$ cat config.mk
export PLATFORM = sky130hd
export DESIGN_NAME = wb_arbiter
export DESIGN_NICKNAME = d
export VERILOG_FILES = /design/src/rtl/wb_arbiter.sv
export SDC_FILE = /design/constraint.sdc
export NUM_CORES = 1
export LEC_CHECK = 0
export CORE_MARGIN = 10
export CORE_UTILIZATION = 50
export DETAILED_ROUTE_END_ITERATION = 7
export DONT_BUFFER_PORTS = 1
export PLACE_DENSITY_LB_ADDON = 0.2
export SKIP_CTS_REPAIR_TIMING = 1
export SLEW_MARGIN = 20
export SYNTH_ARGS = -nofsm -noshare
export SYNTH_HDL_FRONTEND = slang
export SYNTH_SLANG_ARGS = --single-unit
$ cat constraint.sdc
create_clock -name clk -period 2.3 [get_ports clk]
set_input_delay 0.23 -clock clk [delete_from_list [all_inputs] [get_ports clk]]
set_output_delay 0.23 -clock clk [all_outputs]
set_load 0.01 [all_outputs]
$ cat src/rtl/wb_arbiter.sv
// Write-back arbiter: merges in-order pipeline writes with long-latency results
// buffered in a small FIFO, tracks pending destinations and requests a stall on starvation.
module wb_arbiter #(
  parameter int DEPTH        = 4,
  parameter int STARVE_LIMIT = 8
) (
  input  logic        clk,
  input  logic        reset,
  input  logic        pipe_wb_en,
  input  logic [4:0]  pipe_rd,
  input  logic [31:0] pipe_data,
  input  logic        issue_en,
  input  logic [4:0]  issue_rd,
  input  logic        lu_valid,
  input  logic [4:0]  lu_rd,
  input  logic [31:0] lu_data,
  output logic        lu_ready,
  output logic        wb_en,
  output logic [4:0]  rd_index,
  output logic [31:0] wb_data,
  output logic [31:0] busy,
  output logic        stall_req
);

  localparam int PW = $clog2(DEPTH);
  localparam int CW = $clog2(DEPTH + 1);
  localparam int SW = $clog2(STARVE_LIMIT + 1);
  localparam logic [SW-1:0] STARVE_MAX = SW'(STARVE_LIMIT - 1);

  typedef struct packed {
    logic [4:0]  rd;
    logic [31:0] data;
  } entry_t;

  entry_t          mem [DEPTH];
  logic [PW-1:0]   wr_ptr_q, wr_ptr_d;
  logic [PW-1:0]   rd_ptr_q, rd_ptr_d;
  logic [CW-1:0]   count_q, count_d;
  logic [SW-1:0]   starve_q, starve_d;
  logic            stall_q, stall_d;
  logic            wb_en_q, wb_en_d;
  logic [4:0]      rd_index_q, rd_index_d;
  logic [31:0]     wb_data_q, wb_data_d;
  logic [31:0]     busy_q, busy_d;
  logic [31:0]     set_mask, clr_mask;

  logic   fifo_empty;
  logic   push;
  logic   pop;
  logic   pipe_live;
  logic   starved;
  entry_t head;

  assign fifo_empty = (count_q == '0);
  assign lu_ready   = (count_q < CW'(DEPTH));
  assign push       = lu_valid && lu_ready;
  assign pipe_live  = pipe_wb_en && (pipe_rd != 5'd0);
  assign pop        = !pipe_live && !fifo_empty;
  assign starved    = pipe_live && !fifo_empty;
  assign head       = mem[rd_ptr_q];

  // NOTE: every signal gets a default at the top of the block so no path can infer a latch.
  always_comb begin
    wr_ptr_d   = wr_ptr_q;
    rd_ptr_d   = rd_ptr_q;
    count_d    = count_q;
    wb_en_d    = 1'b0;
    rd_index_d = 5'd0;
    wb_data_d  = 32'd0;
    set_mask   = 32'd0;
    clr_mask   = 32'd0;
    starve_d   = '0;
    stall_d    = 1'b0;

    if (push) wr_ptr_d = wr_ptr_q + PW'(1);
    if (pop)  rd_ptr_d = rd_ptr_q + PW'(1);
    count_d = count_q + CW'(push) - CW'(pop);

    // Pipeline always owns the slot; the FIFO head only drains when it is free.
    if (pipe_live) begin
      wb_en_d    = 1'b1;
      rd_index_d = pipe_rd;
      wb_data_d  = pipe_data;
    end else if (pop && head.rd != 5'd0) begin
      wb_en_d    = 1'b1;
      rd_index_d = head.rd;
      wb_data_d  = head.data;
      clr_mask[head.rd] = 1'b1;
    end

    if (issue_en && issue_rd != 5'd0) set_mask[issue_rd] = 1'b1;
    busy_d    = (busy_q & ~clr_mask) | set_mask;
    busy_d[0] = 1'b0;

    // Counter restarts with the stall pulse, so an ignored stall re-fires after another full run.
    if (starved) begin
      if (starve_q == STARVE_MAX) stall_d  = 1'b1;
      else                        starve_d = starve_q + SW'(1);
    end
  end

  // NOTE: state flops use non-blocking assignments so all registers update from the same pre-edge values.
  always_ff @(posedge clk or negedge reset) begin
    if (!reset) begin
      wr_ptr_q   <= '0;
      rd_ptr_q   <= '0;
      count_q    <= '0;
      starve_q   <= '0;
      stall_q    <= 1'b0;
      wb_en_q    <= 1'b0;
      rd_index_q <= 5'd0;
      wb_data_q  <= 32'd0;
      busy_q     <= 32'd0;
    end else begin
      wr_ptr_q   <= wr_ptr_d;
      rd_ptr_q   <= rd_ptr_d;
      count_q    <= count_d;
      starve_q   <= starve_d;
      stall_q    <= stall_d;
      wb_en_q    <= wb_en_d;
      rd_index_q <= rd_index_d;
      wb_data_q  <= wb_data_d;
      busy_q     <= busy_d;
    end
  end

  // NOTE: FIFO storage is not reset; entries are only meaningful below count_q.
  always_ff @(posedge clk) begin
    if (push) mem[wr_ptr_q] <= '{rd: lu_rd, data: lu_data};
  end

  assign wb_en     = wb_en_q;
  assign rd_index  = rd_index_q;
  assign wb_data   = wb_data_q;
  assign busy      = busy_q;
  assign stall_req = stall_q;

endmodule

After elaboration in Yosys (flattened, before gate mapping)
Memories as Yosys holds them, arrays and structs flattened.
Index checks and enable logic that the tools add are counted.
{ "classes": {"add_sub_neg": 5, "order_cmp": 5, "eq_ne": 1, "muxes": 19, "n_bitwise": 3, "n_reduce_logical": 14} }
{ "op_table": {"columns": ["cell", "n"], "rows": [
  ["two-way mux 32 bit", 5],
  ["bitwise AND 32 bit", 1],
  ["NOT 32 bit", 1],
  ["OR 32 bit", 1],
  ["nonzero test 5 bit", 3],
  ["less-than comparator 5 x 6 -> 1 bit, second input constant", 2],
  ["demux 1 bit (select 5 bit)", 2],
  [">= comparator 5 x 1 -> 1 bit, second input constant", 2],
  ["two-way mux 5 bit", 2],
  ["logical AND 1 bit", 8],
  ["two-way mux 1 bit", 8],
  ["two-way mux 4 bit", 2],
  ["adder 2 x 1 -> 2 bit, second input constant", 2],
  ["adder 4 x 1 -> 4 bit, second input constant", 1],
  ["equality test 4 x 3 -> 1 bit, second input constant", 1],
  ["adder 3 x 1 -> 3 bit", 1],
  ["zero test 3 bit", 1],
  ["less-than comparator 3 bit, second input constant", 1],
  ["subtractor 3 x 1 -> 3 bit", 1],
  ["zero test 1 bit", 2]
]} }
{ "totals": {"reg_bits": 81, "ramBits": 148, "output_inout_bits": 72, "wordCells": 57, "memories": 1} }
{ "mem_list": {"columns": ["name", "depth", "width", "rd", "rd_clocked_by_memory_dff", "wr", "line_no", "rtl"], "rows": [
  ["mem", 4, 37, 1, 0, 1, "35", "entry_t mem [DEPTH];"]
]} }

Longest topological paths before layout
Gate-level depths: netlist (run 1).
{ "logic_depth": {"word_depth": 10, "ltp_mapped": 10, "depth_no_buf": 9} }

Worst setup path before layout (run 1)
No wires, ideal clock.
{ "synth_timing": {"path_kind": "in2reg", "startpoint": "input pipe_rd[3]", "endpoint": "register count_q[2]", "setup_time_ns": 0.124, "t_arrival_ns": 2.258, "required_time_ns": 2.176, "slack_ns": -0.082, "stages": 10, "path_buffers": 1, "path_cell_list": "or4_1 > o21a_1 > clkbuf_1 > nor2_1 > ha_1 > inv_1 > ha_1 > fa_1 > xnor2_1 > xnor2_1"} }
{ "synth_via": {"elab_chain_cells": 5} }
{ "synth_lines": {"columns": ["item", "line_no", "rtl"], "rows": [
  ["start: declaration", "10", "input logic [4:0] pipe_rd,"],
  ["nonzero test 5 bit", "57", "assign pipe_live = pipe_wb_en && (pipe_rd != 5'd0);"],
  ["logical AND 1 bit", "57", null],
  ["zero test 1 bit", "58", "assign pop = !pipe_live && !fifo_empty;"],
  ["logical AND 1 bit", "58", null],
  ["net pop", "49", "logic pop;"],
  ["subtractor 3 x 1 -> 3 bit", "77", "count_d = count_q + CW'(push) - CW'(pop);"],
  ["net count_d[2]", "38", "logic [CW-1:0] count_q, count_d;"],
  ["end signal: assignment", "117", "count_q <= count_d;"],
  ["end: declaration", "38", null]
]} }
The timed path passes the listed nets, and every way through them passes these cells.
A chain may end at the register's enable or synchronous reset.

Final worst setup path (run 1)
{ "layout_timing": {"startpoint": "register rd_ptr_q[0]", "endpoint": "register busy_q[6], in the netlist busy[6]"} }
{ "layout_via": {"elab_chain_cells": 10, "elab_cells_between_ends": 13} }
{ "layout_lines": {"columns": ["item", "line_no", "rtl"], "rows": [
  ["start: declaration", "37", "logic [PW-1:0] rd_ptr_q, rd_ptr_d;"],
  ["start signal: assignment", "116", "rd_ptr_q <= rd_ptr_d;"],
  ["memory (4 x 37 bit) (*)", null, null],
  ["less-than comparator 5 x 6 -> 1 bit (implied by the code) / >= comparator 5 x 1 -> 1 bit (equally long branches)", "88", "clr_mask[head.rd] = 1'b1;"],
  ["logical AND 1 bit (implied by the code)", "88", null],
  ["two-way mux 1 bit (implied by the code)", "88", null],
  ["demux 1 bit (select 5 bit)", "88", null],
  ["two-way mux 32 bit (*)", "84", "end else if (pop && head.rd != 5'd0) begin"],
  ["two-way mux 32 bit (*)", "80", "if (pipe_live) begin"],
  ["NOT 32 bit (*)", "92", "busy_d = (busy_q & ~clr_mask) | set_mask;"],
  ["bitwise AND 32 bit (*)", "92", null],
  ["OR 32 bit (*)", "92", null],
  ["net busy_d[6]", "44", "logic [31:0] busy_q, busy_d;"],
  ["end signal: assignment", "123", "busy_q <= busy_d;"],
  ["end: declaration", "44", null]
]} }
The timed path passes the listed nets; every way through them passes the cells marked *.

==> metrics, run 1 <==
Top FF cell, synth=edfxtp_1; TNS Setup=0 ns; # H-tree levels=1; number of synthesized flops with an enable pin=148; endpoints failing setup=0; run status=finished, violations left; Core Box Area=0.0174 mm²; placed insts=758; cell area after synthesis=0.00896 mm²; synth warn=0; CP Max Fanout=9; WP data required=2.67 ns; CTS Sinks=229; register area share after synthesis=72.2%; Period minus WS final=2.20 ns; violated checks=negative hold slack; die area=0.0237 mm²; clock skew=0.0109 ns; Worst Setup EP=busy[6]; CTS Root Cell=clkbuf_16; total global-route track usage=16.7%; vias in the first global route=5304; First-pass DRT Iterations=5; Yosys reg bits=229; final wirelength=20900 µm; Critical Path Source=rd_ptr_q[0]; total congestion overflow=0; Slowest cell on crit path=mux4_2; Final Util=63.6%; largest net degree at the start of global routing=82; final net count=736; Levels on crit path=4; Pwr per Cell Area=1210 mW/mm²; I/O Buffers=0; class of the most critical setup path=register to register; final hold vios=1; syn nets=641; Filler Cell Count=1270; wire per inst=23.5 µm; Area growth, synth to finish=23.5%; antenna violations before repair=4; top-area cell type share of the netlist area=49.6%; 1st-iter DRT viols=328; Final Max Tran Viols=0; leakage dissipation=0.00399 µW; cell taking the most area after synthesis=edfxtp_1; CTS tree=built; routed vias/inst=5.91; Post-Layout Cell Count=891; Worst Reg-to-Reg Cells=4; Unique masters post-synth=41; Num CTS Buffers=24; worst-case vdd ir drop=0.719 mV; Die W=154 µm; Worst-path clk slew=0.06 ns; Hold Slack=-0.000647 ns; I/O pin cnt=156; Register Area=0.00647 mm²; worst skew pair latency=0.50 ns; Reg2Reg Launch Point=rd_ptr_q[0]; DP HPWL=13300 µm; Setup crit end kind=register; Crit path largest cell delay=0.65 ns; post-route ant nets=0; Initial Utilization=51.5%; crit path DAT=2.57 ns; first-pass GRT wire length=31500 µm; Worst Path Buf+Inv=0; Reg-to-Reg End=busy[6]; number of cell rows=48; actual slew at the worst max-slew pin=0.783 ns; layout cells sized above 1=17.5%; maximum buffer depth of the clock tree=3; GP Congestion=0.808; via count=5268; flop2flop setup slack=0.1 ns; Mapped Cells=549; DRC violations left=0; Slew headroom=47.8%; multi-input logic area=0.00233 mm²; fraction of registers with async set/reset=35.4%; CP Cell Sequence=mux4_2, or3b_1, o41ai_1, o21ai_0; Startpoint Class=register; maxcap violations=0; pre-CTS setup slack=-0.0593 ns; worst hold path class=input pin to register; setup slack after layout=0.0989 ns; Mean Syn Cell Area=16.3 µm²; fmax=0.454 GHz; CP delay by family, top=multiplexers; Die Y=154 µm; Synth area leaders=edfxtp_1 (50%), dfrtp_1 (23%), mux4_2 (9.3%); period utilization=95.7%
==> cell usage in the layout (no fill, tap or decap), types with 2 or more instances in the layout <==
master,n
nand3b_1,4
or3b_1,3
dfrtp_1,79
clkbuf_16,26
mux4_2,37
clkinv_2,4
o41ai_2,4
o21ai_0,58
ha_1,7
clkbuf_8,2
diode_2,4
o41ai_1,28
clkinv_1,4
xnor2_1,5
dlygate4sd3_1,84
nand2b_2,2
a22o_1,2
nand3_1,37
nor2_1,4
buf_4,12
and2_2,4
inv_1,9
nand4_1,4
o21ai_1,8
clkbuf_1,3
dfrtp_2,2
nand2_1,44
buf_12,9
bufinv_16,2
nand2b_1,2
edfxtp_1,148
==> through the flow <==
stage / total power [µW] / cell area, µm²
after floorplan: 8400 / 8970
after global placement: 9360 / 9370
after detailed placement: 9500 / 9370
after CTS: 13400 / 10200
after global routing: 14100 / 11100
final: 13400 / 11100
==> worst min path at each step <==
stage	endpoint	slack, ns	from	cells after the start
after floorplan	busy[10]	-0.07	reset	0
after global placement	busy[19]	-0.06	reset	0
after detailed placement	busy[19]	-0.06	reset	0
after CTS	wr_ptr_q[0]	-0.60	reset	0
after global routing	busy[18]	0.01	issue_rd[4]	2
final	busy[16]	-0.0006	issue_rd[4]	2
==> state kept, by name, summed over array words and instances, names as in the netlist <==
register,count
wb_data,32
rd_index,5
mem,148
stall_req,1
busy,31
rd_ptr_q,2
starve_q,4
wr_ptr_q,2
wb_en,1
count_q,3
==> power breakdown <==
part           switching (µW)  internal [µW]
logic                    1850           1520
clock network            1540           2340
registers                 805           5390
==> cell families after synthesis <==
group	synth area share [%]
other	0.0418
AOI/OAI and AO/OA	7.54
buffers and inverters	2.39
xor gates and xnor gates	0.586
muxes	9.30
DFF	72.2
adders and majority gates	1.20
and+or+nand+nor	6.73
==> synthesized netlist by cell type (all sizes together), types with 2 or more instances <==
library cell,instances
or3b,3
mux4,37
ha,7
dfrtp,81
nand2b,4
nor2,6
or2,2
nand3,37
o41ai,32
o21ai,67
clkbuf,25
nor3,2
and2,4
nand4,4
nand3b,4
xnor2,5
nand2,44
buf,12
inv,9
edfxtp,148
or3,3
a22o,2
==> metal layers <==
| layer | routed length (µm) | global-route usage, % |
|---|---|---|
| met1 | 8620 | 20.1 |
| met2 | 10300 | 27.3 |
| met3 | 1490 | 6.53 |
| met4 | 490 | 5.35 |
| met5 | 13 | 0 |
==> cell type report <==
class,count,share of cell area (%)
Timing Repair Buffer,106,10.3
Sequential cell,229,58.5
Antenna cell,4,0.0904
Inverter,9,0.305
Multi-Input combinational cell,274,21.0
Clock buffer,31,6.23
Tap cell,225,2.54
Clock inverter,13,1.06
Note: power is estimated with default switching activity, not from simulation.
==> run 2: changes to the inputs <==
--- a/config.mk
+++ b/config.mk
@@ -10,6 +10,7 @@
 export DETAILED_ROUTE_END_ITERATION = 7
 export DONT_BUFFER_PORTS = 1
 export PLACE_DENSITY_LB_ADDON = 0.2
+export RECOVER_POWER = 100
 export SKIP_CTS_REPAIR_TIMING = 1
 export SLEW_MARGIN = 20
 export SYNTH_ARGS = -nofsm -noshare
==> run 2 against run 1 <==
- the flow still finishes with violations (negative hold slack)
- first-iteration DRC count is 2.7% higher
- clock-buffer cell count stayed put
- setup slack worse by 0.0037 ns
- clock power hardly changed
- global-route usage stayed put
- final area is 0.64% lower
- clock skew is 0.00050 ns higher
- wire length hardly changed
- critical path depth is 1 higher
- worst hold slack hardly changed
- maximum frequency is 0.17% lower
- combinational power is 1% lower
- largest power group unchanged
- highest routed layer unchanged
==> metrics, run 2 (synthesis results as in run 1) <==
vias in the first global route=5304 (unchanged); pre-CTS setup slack=-0.0593 ns (unchanged); worst skew pair latency=0.51 ns (about the same); placed insts=758 (unchanged); number of cell rows=48 (unchanged); CP Max Fanout=8 (-1); die area=0.0237 mm² (unchanged); actual slew at the worst max-slew pin=1.18 ns (+0.399 ns); Pwr per Cell Area=1220 mW/mm² (+0.18%); # H-tree levels=1 (unchanged); worst-case vdd ir drop=0.719 mV (about the same); setup slack after layout=0.0952 ns (-0.00366 ns); I/O Buffers=0 (unchanged); commonest non-fill, non-tap cells in the layout=edfxtp_1 (148), dlygate4sd3_1 (84), dfrtp_1 (79); CTS Root Cell=clkbuf_16; Slew headroom=21.2% (-27 points); 1st-iter DRT viols=337 (+2.7%); run status=finished, violations left; Area growth, synth to finish=22.7%; antenna violations before repair=4 (unchanged); total congestion overflow=0 (unchanged); Initial Utilization=51.5% (unchanged); Final Max Tran Viols=0 (unchanged); total global-route track usage=16.7% (unchanged); violated checks=negative hold slack; commonest non-fill, non-tap cell in the layout=edfxtp_1; DP HPWL=13300 µm (unchanged); I/O pin cnt=156 (unchanged); Period minus WS final=2.20 ns (+0.00366 ns); largest net degree at the start of global routing=82 (unchanged); Worst-path clk slew=0.06 ns (about the same); Num CTS Buffers=24 (unchanged); CTS tree=built; max reg flops=148 (unchanged); final net count=736 (unchanged); Startpoint Class=register; routed vias/inst=5.93 (+0.25%); TNS Setup=0 ns (unchanged); Die W=154 µm (unchanged); GP Congestion=0.808 (unchanged); Core Box Area=0.0174 mm² (unchanged); period utilization=95.9% (+0.16 points); Hold Slack=-0.00107 ns (-0.000420 ns); crit path DAT=2.56 ns (about the same); worst hold path class=input pin to register; maxcap violations=0 (unchanged); layout cells sized above 1=16.6% (-0.91 points); final wirelength=20900 µm (about the same); wire per inst=23.5 µm (+0.13%); DRC violations left=0 (unchanged); first-pass GRT wire length=31500 µm (unchanged); leakage dissipation=0.00396 µW (-0.63%); final hold vios=2 (+1); class of the most critical setup path=register to register; Die Y=154 µm (unchanged); WP data required=2.65 ns (-0.02 ns); CTS Sinks=229 (unchanged); maximum buffer depth of the clock tree=3 (unchanged); Largest Register=mem; endpoints failing setup=0 (unchanged); fmax=0.454 GHz (-0.17%); clock skew=0.0114 ns (+0.000504 ns); Post-Layout Cell Count=890 (-0.11%); overall power=13400 µW (-0.46%); via count=5275 (+0.13%); Setup crit end kind=register; First-pass DRT Iterations=5 (unchanged); post-route ant nets=0 (unchanged)
run 2: cell count changes in the layout (fill, tap and decap cells not counted), sizes merged:
| cell | change |
|---|---|
| buf | -3 |
| clkbuf | +3 |
| diode | -1 |
run 2: routing by layer:
layer	wire [µm]	share of wire, %	track usage (%)
met1	8540	41	20.1
met2	10300	49	27.3
met3	1540	7.4	6.53
met4	495	2.4	5.35
met5	13	0.062	0
run 2: critical path, cell delays in order, from the launching register on:
cell      delay (ns)
dfrtp_2         0.51
mux4_2          0.55
buf_4           0.17
nand2b_2        0.30
o41ai_2         0.35
o21ai_0         0.19
run 2: path summary, 6_finish.rpt:
path | startpoint | to | slack (ns) | cells after the start
worst max-delay path | rd_ptr_q[0] | busy[9] | 0.1 | 5
worst min-delay path | issue_rd[4] | busy[1] | -0.001 | 3
worst max register to register | rd_ptr_q[0] | busy[9] | 0.1 | 5
worst min register to register | starve_q[0] | starve_q[0] | 0.49 | 1
max in group asynchronous | reset | rd_ptr_q[0] | 0.92 | 2
min in group asynchronous | reset | busy[30] | 0.57 | 2
run 2: where the power goes:
group	switching, µW	internal (µW)
sequential	793	5390
clock	1540	2340
combinational	1840	1470
total	4180	9200
run 2: metrics by stage:
step	util [%]	hold WS, ns	instance area (µm²)
after global routing	63.2	0.0134	11000
final	63.2	-0.00107	11000
after detailed placement	53.8	-0.0626	9370
after global placement	53.8	-0.0629	9370
after CTS	58.4	-0.604	10200
after floorplan	-	-0.0656	8970
run 2: area by class of cell:
| cell class | count | area (µm²) |
|---|---|---|
| diodes | 3 | 7.51 |
| clock buffers | 31 | 689 |
| clock inverters | 13 | 118 |
| fillers | 1276 | 6420 |
| inverters | 9 | 33.8 |
| multi-input cells | 274 | 2310 |
| flip-flops and latches | 229 | 6470 |
| well taps | 225 | 282 |
| repair buffers | 106 | 1090 |
